`src/rtl/rain_window_ctrl.sv`:
```
// Window motor controller: closes on rain, reopens after a dry spell only if rain closed it.
// Moore outputs change one edge after the sampled input; no backpressure, inputs are levels.
module rain_window_ctrl #(
    parameter int MOTOR_TIMEOUT = 16,
    parameter int DRY_CYCLES    = 8
) (
    input  logic clk,
    input  logic rst,
    input  logic rain_alarm,
    input  logic manual_open,
    input  logic manual_close,
    input  logic limit_open,
    input  logic limit_closed,
    output logic motor_open,
    output logic motor_close,
    output logic window_closed,
    output logic fault
);
    localparam int RW = $clog2(MOTOR_TIMEOUT) + 1;
    localparam int DW = $clog2(DRY_CYCLES) + 1;
    localparam logic [RW-1:0] RUN_LAST = RW'(MOTOR_TIMEOUT - 1);
    localparam logic [DW-1:0] DRY_LAST = DW'(DRY_CYCLES - 1);

    typedef enum logic [2:0] {
        INIT,
        OPEN,
        CLOSING,
        CLOSED,
        OPENING,
        FAULT
    } state_t;

    state_t        state, state_nxt;
    logic [RW-1:0] run_cnt, run_cnt_nxt;
    logic [DW-1:0] dry_cnt, dry_cnt_nxt;
    logic          auto_flag, auto_flag_nxt;

    logic limits_bad;
    logic run_last;
    logic dry_done;
    logic moving;

    assign limits_bad = limit_open && limit_closed;
    assign run_last   = (run_cnt == RUN_LAST);
    assign dry_done   = (dry_cnt == DRY_LAST) && !rain_alarm && auto_flag;
    assign moving     = (state == CLOSING) || (state == OPENING);

    always_ff @(posedge clk or posedge rst) begin
        if (rst) begin
            state     <= INIT;
            run_cnt   <= '0;
            dry_cnt   <= '0;
            auto_flag <= 1'b0;
        end else begin
            state     <= state_nxt;
            run_cnt   <= run_cnt_nxt;
            dry_cnt   <= dry_cnt_nxt;
            auto_flag <= auto_flag_nxt;
        end
    end

    always_comb begin
        state_nxt     = state;
        auto_flag_nxt = auto_flag;
        // Both limit switches closed means wiring or switch failure; it outranks every other decision.
        if (limits_bad && state != INIT && state != FAULT) begin
            state_nxt = FAULT;
        end else begin
            case (state)
                INIT: begin
                    if (limit_closed) begin
                        state_nxt = CLOSED;
                    end else if (limit_open) begin
                        state_nxt = OPEN;
                    end else begin
                        state_nxt     = CLOSING;
                        auto_flag_nxt = 1'b0;
                    end
                end
                OPEN: begin
                    if (rain_alarm) begin
                        state_nxt     = CLOSING;
                        auto_flag_nxt = 1'b1;
                    end else if (manual_close) begin
                        state_nxt     = CLOSING;
                        auto_flag_nxt = 1'b0;
                    end
                end
                CLOSING: begin
                    if (limit_closed) begin
                        state_nxt = CLOSED;
                    end else if (run_last) begin
                        state_nxt = FAULT;
                    end
                end
                CLOSED: begin
                    if (manual_open && !rain_alarm) begin
                        state_nxt     = OPENING;
                        auto_flag_nxt = 1'b0;
                    end else if (dry_done) begin
                        state_nxt = OPENING;
                    end
                end
                OPENING: begin
                    if (rain_alarm) begin
                        state_nxt     = CLOSING;
                        auto_flag_nxt = 1'b1;
                    end else if (manual_close) begin
                        state_nxt     = CLOSING;
                        auto_flag_nxt = 1'b0;
                    end else if (limit_open) begin
                        state_nxt = OPEN;
                    end else if (run_last) begin
                        state_nxt = FAULT;
                    end
                end
                FAULT: begin
                    state_nxt = FAULT;
                end
                default: begin
                    state_nxt = FAULT;
                end
            endcase
        end
    end

    // Run time restarts on any state change, so a reversal gets a full motor budget.
    always_comb begin
        run_cnt_nxt = '0;
        if (moving && state_nxt == state) begin
            run_cnt_nxt = run_cnt + RW'(1);
        end
    end

    always_comb begin
        dry_cnt_nxt = '0;
        if (state == CLOSED && !rain_alarm) begin
            dry_cnt_nxt = (dry_cnt == DRY_LAST) ? dry_cnt : dry_cnt + DW'(1);
        end
    end

    assign motor_open    = (state == OPENING);
    assign motor_close   = (state == CLOSING);
    assign window_closed = (state == CLOSED);
    assign fault         = (state == FAULT);

endmodule

```
`config.mk`:
```
export PLATFORM = sky130hd
export DESIGN_NAME = rain_window_ctrl
export DESIGN_NICKNAME = d
export VERILOG_FILES = /design/src/rtl/rain_window_ctrl.sv
export SDC_FILE = /design/constraint.sdc
export NUM_CORES = 1
export LEC_CHECK = 0
export CORE_MARGIN = 3
export CORE_UTILIZATION = 40
export DETAILED_ROUTE_END_ITERATION = 8
export PLACE_DENSITY = 0.7
export SLEW_MARGIN = 20
export SYNTH_ARGS = -nofsm -noshare
export SYNTH_HDL_FRONTEND = slang
export SYNTH_SLANG_ARGS = --single-unit
```
`constraint.sdc`:
```
create_clock -name clk -period 2.3 [get_ports clk]
set_input_delay 0.46 -clock clk [delete_from_list [all_inputs] [get_ports clk]]
set_output_delay 0.46 -clock clk [all_outputs]
set_load 0.02 [all_outputs]
```
==> flow_summary_export.csv <==
group,metric,value,unit
outcome,outcome,"completed",
timing,maxSlewViolCount,0,
timing,setup_ws,79.1,ps
global_route,grt_util_all_layers,0.145,
synth,synth.yosys.warnings,0,
final_layout,utilization,0.514,
timing,grt_setup_unrepaired,"false",
synth,postSynth.asyncResetShare,1.00,
setup_path,timing.critical_path.fanout_max,9,
cts,clk_path_buf_depth,2,
cts,clockRootBuffer,"sky130_fd_sc_hd__clkbuf_4",
synth,synth-seq-area-share,0.372,
timing,timing_worst_slew_pin_value,488,ps
global_route,antenna_found_initial,0,
routing,first_drt_iteration_drcs,31,
global_route,global_route_wire_length_before_repair,2.93,mm
setup_path,worstPathArrival,1760,ps
setup_path,category_of_the_critical_setup_timing_path,"reg -> out",
place,gp_congestion,0.821,
power,p_leak,0.495,nW
timing,hold_slack,500,ps
timing,setup_skew_after_layout,2.79,ps
routing,route.detailed.wl_per_inst,12.9,microns
floorplan,rows,16,
final_layout,design.final.nets,122,
setup_path,crit_chain,"and2b_1, and2_1, clkdlybuf4s50_1",
timing,relative_slew_slack,0.674,
floorplan,chipWidth,52.7,microns
setup_path,start_kind,"register",
synth,postSynthCellCount,97,
cts,cts_buffers,3,
cts,ctsHtreeMaxLevel,1,
setup_path,critical_path_s_top_delay_family,"buffers and inverters",
place,io_buffer_count,10,
cts,worstSkewPairLatency,270,ps
power,power.ir.vdd_worst,0.000432,V
final_layout,drive_gt1_frac,0.117,
synth,synth.cell_area,873,sq um
routing,detail_route.drc_violations,0,
final_layout,antenna_cells,0,
cts,holdBufCountCts,0,
timing,period_share,0.966,
floorplan,initial_core_util,0.432,
global_route,maximum_number_of_pins_on_one_net_before_global_route_repair,14,
timing,tns,0,ps
power,power_per_cell_area,922,mW/mm^2
routing,drt.antenna.violating_nets,0,
cts,post-cts-setup-buffers,0,
final_layout,fillCellCount,198,
cts,tritoncts,"built",
synth,netlist-cell-type-count,37,
synth,syn-num-nets,107,
routing,postRouteWirelength,1.78,mm
timing,hold_viol_final,0,
routing,vias_per_cell,5.51,
cts,ctsResizeCount,0,
setup_path,worst-r2r-setup-slack,150,ps
setup_path,critical-path-max-stage-delay,600,ps
synth,number_of_enable_type_register_cells_in_the_synthesized_netlist,0,
global_route,grt_pass1_vias,689,
timing,fmax,450,MHz
routing,dr_total_vias,761,
timing,setup-violations-final,0,
floorplan,io_pins,11,
place,dp_hpwl,1.37,mm
setup_path,critPathSlowestCell,"sky130_fd_sc_hd__clkdlybuf4s50_1",
min_path,path_category_of_the_worst_min_delay_check,"in -> async",
setup_path,critical_path_buf_inv_count,1,
run,drv_cap,0,
place,detailed_place.area,0.00100,sq mm
synth,avgSynthCellArea,9.00,sq um
setup_path,cp_data_required_time,1840,ps
final_layout,area_growth,18.9,%
floorplan,placeableCoreArea,0.00202,sq mm
final_layout,finish.cell_count_without_fillers,138,
synth,synth-main-ff-cell,"sky130_fd_sc_hd__dfrtp_1",
power,overall_power_consumption,0.957,mW
place,place.detailed.instances,134,
global_route,gr-total-overflow,0,
floorplan,design.die.area,0.00278,sq mm
cts,cts.reportedPaths.clkPinSlew,80,ps
final_layout,layout.cell_area.non_filler,0.00104,sq mm
routing,drtPass1Iterations,4,
cts,clock_sinks,13,
timing,period_minus_slack,2220,ps
floorplan,die_h,52.7,microns
place,pre_cts_ws,76.1,ps
setup_path,crit_path_end_kind,"primary output",
synth,yosys_register_bits,13,
-- worst paths after layout --
path                             from         end  depth (start not counted)
max in group asynchronous         rst    state[0]                          2
max                          state[1]       fault                          3
max reg2reg                run_cnt[0]  run_cnt[0]                          8
min reg2reg                 auto_flag   auto_flag                          1
min                               rst  run_cnt[2]                          2
min in group clk            auto_flag   auto_flag                          1
-- power breakdown --
group / leakage, nW / switching [mW] / total [mW] / internal (mW)
Combinational: 0.306 / 0.243 / 0.479 / 0.236
Sequential: 0.173 / 0.0682 / 0.335 / 0.267
Clock: 0.0150 / 0.0752 / 0.142 / 0.0672
-- layer usage --
metal / track usage / routed length [microns] / vias up
met5: 0 / 0 / -
met1: 0.190 / 836 / 362
met2: 0.219 / 803 / 24
li1: - / - / 369
met3: 0.0484 / 117 / 6
met4: 0.0553 / 27 / 0
-- final cells by class --
type                       instances  area [sq um]  share of cell area
multi-input combinational         75           502               0.483
sequential                        13           327               0.314
timing repair buffer              13           128               0.123
tap                               27          33.8              0.0325
clock buffer                       4          26.3              0.0253
inverter                           6          22.5              0.0217
-- sequential cells by signal, summed over array words and instances (netlist names) --
register,count
auto_flag,1
dry_cnt,4
state,3
run_cnt,5
-- cells in the final DEF (no fill, tap or decap), types with 2 or more instances in the layout --
| cell type | n |
|---|---|
| sky130_fd_sc_hd__ha_1 | 3 |
| sky130_fd_sc_hd__nand3_1 | 4 |
| sky130_fd_sc_hd__o21ai_0 | 4 |
| sky130_fd_sc_hd__nor3_1 | 5 |
| sky130_fd_sc_hd__inv_1 | 6 |
| sky130_fd_sc_hd__clkdlybuf4s50_1 | 8 |
| sky130_fd_sc_hd__buf_4 | 3 |
| sky130_fd_sc_hd__nand2b_1 | 4 |
| sky130_fd_sc_hd__a21oi_1 | 4 |
| sky130_fd_sc_hd__or3_1 | 7 |
| sky130_fd_sc_hd__and2b_1 | 3 |
| sky130_fd_sc_hd__mux2i_1 | 2 |
| sky130_fd_sc_hd__nor2_1 | 7 |
| sky130_fd_sc_hd__a31oi_1 | 2 |
| sky130_fd_sc_hd__nor2b_1 | 3 |
| sky130_fd_sc_hd__nand2_1 | 3 |
| sky130_fd_sc_hd__o22a_1 | 2 |
| sky130_fd_sc_hd__dfrtp_1 | 12 |
| sky130_fd_sc_hd__dlymetal6s2s_1 | 2 |
| sky130_fd_sc_hd__xnor2_1 | 3 |
| sky130_fd_sc_hd__clkbuf_4 | 3 |
-- cells by family after synthesis --
group / share of synthesized area
multiplexers: 0.0401
AND/OR/NAND/NOR: 0.312
buffers and inverters: 0.0559
flip-flops: 0.372
adder cells (fa/ha/maj): 0.0430
AO/OA/AOI/OAI: 0.136
XOR/XNOR: 0.0401
-- synth_stat cells (2+ instances only) --
master	number	area, sq um
sky130_fd_sc_hd__dfrtp_1	13	325
sky130_fd_sc_hd__nor2_1	8	30.0
sky130_fd_sc_hd__or3_1	7	43.8
sky130_fd_sc_hd__inv_1	6	22.5
sky130_fd_sc_hd__nor3_1	5	25.0
sky130_fd_sc_hd__a21oi_1	4	20.0
sky130_fd_sc_hd__nand2b_1	4	25.0
sky130_fd_sc_hd__nand3_1	4	20.0
sky130_fd_sc_hd__o21ai_0	4	20.0
sky130_fd_sc_hd__and2b_1	3	22.5
sky130_fd_sc_hd__ha_1	3	37.5
sky130_fd_sc_hd__nand2_1	3	11.3
sky130_fd_sc_hd__nor2b_1	3	18.8
sky130_fd_sc_hd__xnor2_1	3	26.3
sky130_fd_sc_hd__a31oi_1	2	12.5
sky130_fd_sc_hd__buf_4	2	15.0
sky130_fd_sc_hd__mux2i_1	2	20.0
sky130_fd_sc_hd__o22a_1	2	17.5
-- worst reg2reg max path: cells and delay by family, from the launching register on --
| kind | cells | cell delay, ps |
|---|---|---|
| adders and majority gates | 2 | 450 |
| and+or+nand+nor | 3 | 640 |
| DFF | 1 | 400 |
| AOI/OAI and AO/OA | 3 | 570 |
Note: power is estimated with default switching activity, not from simulation.
==> RTL change 1, RTL diff (same flow settings) <==
Re-encode `state_t` (6 states) as one-hot, 6 bits wide.
--- a/src/rtl/rain_window_ctrl.sv
+++ b/src/rtl/rain_window_ctrl.sv
@@ -21,13 +21,13 @@
     localparam logic [RW-1:0] RUN_LAST = RW'(MOTOR_TIMEOUT - 1);
     localparam logic [DW-1:0] DRY_LAST = DW'(DRY_CYCLES - 1);
 
-    typedef enum logic [2:0] {
-        INIT,
-        OPEN,
-        CLOSING,
-        CLOSED,
-        OPENING,
-        FAULT
+    typedef enum logic [5:0] {
+        INIT    = 6'b000001,
+        OPEN    = 6'b000010,
+        CLOSING = 6'b000100,
+        CLOSED  = 6'b001000,
+        OPENING = 6'b010000,
+        FAULT   = 6'b100000
     } state_t;
 
     state_t        state, state_nxt;
Behaviour: same outputs for any inputs over 10 cycles, from zero or initial values and one cycle with rst high; not proved beyond that.
==> RTL change 1 against the original RTL <==
- worst hold slack worse by 33 ps
- area after synthesis is 8.9% higher
- final area is 8.6% higher
- sequential cell count is 3 higher
- register-to-register slack better by 260 ps
- count of clock-buffer cells in the layout stayed put
- sequential share of layout area is 4.2 points higher
- worst setup slack better by 68 ps
- routed wire length is 12% higher
Power is not compared: it rests on default switching activity, and its combinational part moved more than twofold at a synthesized area within 25%.
==> RTL change 1: results (changes against the original RTL) <==
### Clock tree
• 5 — # resized after CTS, +5
• 280 ps — source-to-sink clock delay at the later pin of the worst-skew pair
• 90 ps — clock slew at the register clock pins of the worst setup and hold paths
• 2 — maximum count of clock buffers along a single path, unchanged
• 1 — number of H-tree levels, unchanged
• clkbuf_4 — cell at the root of the clock tree

### STA
• 6.65 ps — worst clock skew, +3.86 ps
• 593 ps — slew at the pin closest to its max-slew limit, +105 ps

### Synth
• dfrtp_1 39%, nor2_1 6.7%, ha_1 3.9% — leading cell types by total area after synthesis
• 17 x nor2_1, 15 x dfrtp_1, 8 x nand2_1 — most used standard cells in the synthesized netlist
• 0.422 — register area share after synthesis, +0.0499
• 36 — number of distinct standard cells referenced by the synthesized netlist, -2.7%
• 1.00 — share of synthesized flip-flops with an asynchronous set or reset, unchanged
• 117 — Syn Nets, +9.3%
• 8.89 um^2 — mean cell area of the mapped netlist, -1.3%

### Placement
• 147 — Cells after DPL, +9.7%
• 0.776 — weighted congestion at the end of routability-driven global placement, -5.5%
• 1500 um — sum of net half-perimeters after detailed placement, +10%

### Cells and area
• 134 — total number of nets in the final design, +9.8%
• 0.106 — share of final-layout standard cells stronger than drive strength 1, -0.0114
• state: 6 flops, run_cnt: 5 flops, dry_cnt: 4 flops — Largest regs

### GRT
• 17 — largest net degree at the start of global routing, +3
• 752 — via count of the first global-routing pass, +9.1%
• 0.156 — total track usage, +0.0103
• 0 — number of antenna violations at the first check in global routing, unchanged
• 3310 um — first-pass GRT wire length, +13%

### Power
• 0.000503 uW — standby leakage power
• 366 uW — internal power

### Setup path
• 8 — largest fanout on the critical path, -1
• 1690 ps — worst endpoint data arrival time, -70 ps

### Routing
• 5.51 — Vias per Instance, about the same
• 832 — total via count in the routed design, +9.3%
• 4 — router iterations before antenna repair, unchanged
• 15 — DRC marker count from the first detailed-route iteration, -52%
• 2000 um — total wirelength of the detailed-routed design, +12%

### Hold path
• flop to flop — class of the most critical hold timing path

### Outcome
• finished, final reports clean — result of the run

RTL change 1: path summary, 6_finish.rpt:
kind | to | cells after the start | from | slack, ps
max reg2reg | state[4]$_DFF_PP0_ | 6 | state[1]$_DFF_PP0_ | 410
max in group asynchronous | state[2]$_DFF_PP0_ | 2 | rst | 1370
max | motor_open | 3 | state[1]$_DFF_PP0_ | 150
min | run_cnt[0]$_DFF_PP0_ | 1 | run_cnt[0]$_DFF_PP0_ | 470
min reg2reg | run_cnt[0]$_DFF_PP0_ | 1 | run_cnt[0]$_DFF_PP0_ | 470
min in group asynchronous | run_cnt[3]$_DFF_PP0_ | 2 | rst | 540
RTL change 1: cells by family (layout without fill, tap and decap cells):
group	Yosys count	count (layout)	share of synthesized area
simple gates	53	53	0.297
compound gates	20	20	0.145
flops	16	16	0.422
buf+inv	9	25	0.0447
xor+xnor	4	4	0.0368
fa+ha+maj	3	3	0.0395
other cells	1	1	0.00394
mux	1	1	0.0105
RTL change 1: metrics by stage:
step	util	worst slack [ps]	hold slack, ps	total power (uW)	cell area, um^2
after floorplan	-	493	373	305	951
after global placement	0.492	190	444	325	1100
after detailed placement	0.492	130	457	325	1100
after CTS	0.505	130	466	478	1130
after global routing	0.505	41.8	508	490	1130
final	0.505	147	467	467	1130
RTL change 1: cell type report:
cell class,count,area (um^2)
inverters,7,26.3
fillers,231,1110
repair buffers,14,125
well taps,28,35.0
multi-input cells,82,513
flip-flops and latches,16,402
clock buffers,4,26.3
RTL change 1: layer usage:
layer | track usage | share of wire
met4 | 0.0622 | 0.0095
met5 | 0 | 0
met2 | 0.256 | 0.47
met3 | 0.0409 | 0.055
met1 | 0.191 | 0.47
RTL change 1: worst max-delay path, stage by stage (launching register included):
cell	delay (ps)
dfrtp_1	480
nor4_2	340
nor3b_2	240
dlygate4sd2_1	350
RTL change 1: power groups by stage:
stage	Sequential [uW]	Combinational [uW]	Clock (uW)
floorplan	290	15.2	0
global placement	290	34.8	0
detailed placement	290	35.1	0
CTS	285	35.0	158
global route	285	38.0	167
finish	285	34.6	147
==> RTL change 2, RTL diff (config.mk and constraints unchanged) <==
Made on the original files. Change the parameter `DRY_CYCLES` from 8 to 16.
--- a/src/rtl/rain_window_ctrl.sv
+++ b/src/rtl/rain_window_ctrl.sv
@@ -2,7 +2,7 @@
 // Moore outputs change one edge after the sampled input; no backpressure, inputs are levels.
 module rain_window_ctrl #(
     parameter int MOTOR_TIMEOUT = 16,
-    parameter int DRY_CYCLES    = 8
+    parameter int DRY_CYCLES    = 16
 ) (
     input  logic clk,
     input  logic rst,
Behaviour: no difference found for any inputs over 10 cycles, from zero or initial values and one cycle with rst high; that may be too few to reach the edited logic, so the function may still have changed.
==> RTL change 2 against the original RTL <==
- via count grew 2.5%
- critical path type unchanged
- final area grew 7.1%
- worst setup slack gained 33 ps
- worst hold slack lost 28 ps
- area after synthesis grew 6.4%
- sequential cell count grew 1
- die area grew 5.7%
- critical path depth is the same
- routed wire length grew 1.4%
Power is not compared: it rests on default switching activity, and its combinational part moved more than twofold at a synthesized area within 25%.
==> RTL change 2: results (changes against the original RTL) <==
### GRT
• 736 — via count of the first global-routing pass, +6.8%
• 3130 um — first-pass GRT wire length, +6.6%
• 0 — number of antenna violations at the first check in global routing, unchanged
• 15 — largest net degree at the start of global routing, +1
• 0.146 — total track usage, +0.00104

### Placement
• 1380 um — sum of net half-perimeters after detailed placement, +1.3%
• 10 — IO Port Bufs, unchanged
• 0.843 — weighted congestion at the end of routability-driven global placement, +2.7%

### Cells and area
• dry_cnt: 5 flops, run_cnt: 5 flops, state: 3 flops — Largest regs
• 127 — total number of nets in the final design, +4.1%
• 197 — layout filler cell count, -0.51%
• 0 — number of antenna cells inserted, unchanged
• 0.157 — share of final-layout standard cells stronger than drive strength 1, +0.0394

### Outcome
• finished, final reports clean — result of the run

### Synth
• 110 — Syn Nets, +2.8%
• 0.0215 — share of synthesized area spent on multiplexers, -0.0186
• dfrtp_1 — most instantiated flip-flop cell in the synthesis netlist
• 35 — number of distinct standard cells referenced by the synthesized netlist, -5.4%
• 14 x dfrtp_1, 13 x nor2_1, 8 x inv_1 — most used standard cells in the synthesized netlist
• 0.0659 — fraction of the mapped netlist area in adder cells, +0.0230
• 0 — number of warnings printed during yosys synthesis, unchanged
• 0.182 — post-synthesis compound-gate area fraction, +0.0456
• dfrtp_1 38%, ha_1 5.4%, nor2_1 5.2% — leading cell types by total area after synthesis
• 0.377 — register area share after synthesis, +0.00436
• 0.0471 — xor and xnor area share after synthesis, +0.00699

### Power
• 0.385 mV — worst voltage drop across the vdd grid
• 96.1 uW — net switching power
• 0.000492 uW — standby leakage power

### Clock tree
• 0 — # Post-CTS Setup Buffers, unchanged
• 1 — number of H-tree levels, unchanged
• clkbuf_4 — cell at the root of the clock tree
• 280 ps — source-to-sink clock delay at the later pin of the worst-skew pair
• 3 — cts bufs inserted, unchanged
• 2 — maximum count of clock buffers along a single path, unchanged
• 0 — # resized after CTS, unchanged
• 80 ps — clock slew at the register clock pins of the worst setup and hold paths, about the same

### Setup path
• 630 ps — largest incremental delay on the critical path, +30 ps
• buffers and inverters — CP top delay family
• 12 — largest fanout on the critical path, +3
• clkdlybuf4s50_1 — slowest library cell on the worst path
• flop — crit start category

### Hold path
• flop to flop — class of the most critical hold timing path

### STA
• 0.869 ps — worst clock skew, -1.92 ps
• 0.645 — relative slew slack, -0.0287
• 0 — Slew Viols, Final, unchanged

### Routing
• 12 — DRC marker count from the first detailed-route iteration, -61%
• 1810 um — total wirelength of the detailed-routed design, +1.4%
• 4 — router iterations before antenna repair, unchanged
• 5.49 — Vias per Instance, -0.39%

==> RTL change 2: final timing paths <==
path | start | end | slack (ps) | depth (start not counted)
max in group asynchronous | rst | dry_cnt[3]$_DFFE_PP0P_ | 1440 | 2
setup / recovery | state[1]$_DFF_PP0_ | fault | 110 | 3
hold reg to reg | run_cnt[0]$_DFF_PP0_ | run_cnt[0]$_DFF_PP0_ | 470 | 1
min in group asynchronous | rst | run_cnt[0]$_DFF_PP0_ | 510 | 2
hold / removal | run_cnt[0]$_DFF_PP0_ | run_cnt[0]$_DFF_PP0_ | 470 | 1
setup reg to reg | dry_cnt[0]$_DFFE_PP0P_ | run_cnt[2]$_DFF_PP0_ | 270 | 8
==> RTL change 2: kinds of logic (layout without fill, tap and decap cells) <==
family | after synthesis | in the layout
AO/OA/AOI/OAI | 22 | 22
XOR/XNOR | 5 | 5
adder cells (fa/ha/maj) | 5 | 5
AND/OR/NAND/NOR | 38 | 38
buffers and inverters | 13 | 29
flip-flops | 14 | 14
multiplexers | 2 | 2
==> RTL change 2: power by group through the flow <==
stage          Combinational [uW]  Sequential, uW  Clock, uW
2_1_floorplan                12.2             251          0
3_3_place_gp                 28.3             251          0
3_5_place_dp                 29.0             251          0
4_1_cts                      29.1             246        183
5_1_grt                      32.1             246        192
6_report                     29.1             246        176
==> RTL change 2: layer usage <==
layer  track usage  wire, um  vias to the layer above
met1         0.183       857                      380
met2         0.241       861                       14
met4        0.0373         7                        0
met3        0.0490        83                        2
li1              -         -                      384
met5             0         0                        -
==> RTL change 2: final cells by class <==
type | instances | area, um^2 | share of cell area
Sequential cell | 14 | 350 | 0.315
Tap cell | 27 | 33.8 | 0.0304
Clock buffer | 4 | 36.3 | 0.0326
Multi-Input combinational cell | 72 | 513 | 0.461
Inverter | 9 | 33.8 | 0.0304
Timing Repair Buffer | 16 | 145 | 0.130
==> RTL change 2: per-stage QoR <==
stage | std cells | instance area (um^2) | hold WS [ps] | total power (uW) | setup WS, ps
2_1_floorplan | 99 | 930 | 349 | 263 | 297
3_3_place_gp | 138 | 1080 | 465 | 279 | 196
3_5_place_dp | 138 | 1080 | 465 | 280 | 148
4_1_cts | 142 | 1110 | 477 | 458 | 103
5_1_grt | 142 | 1110 | 525 | 470 | 74.6
6_report | 142 | 1110 | 472 | 451 | 112
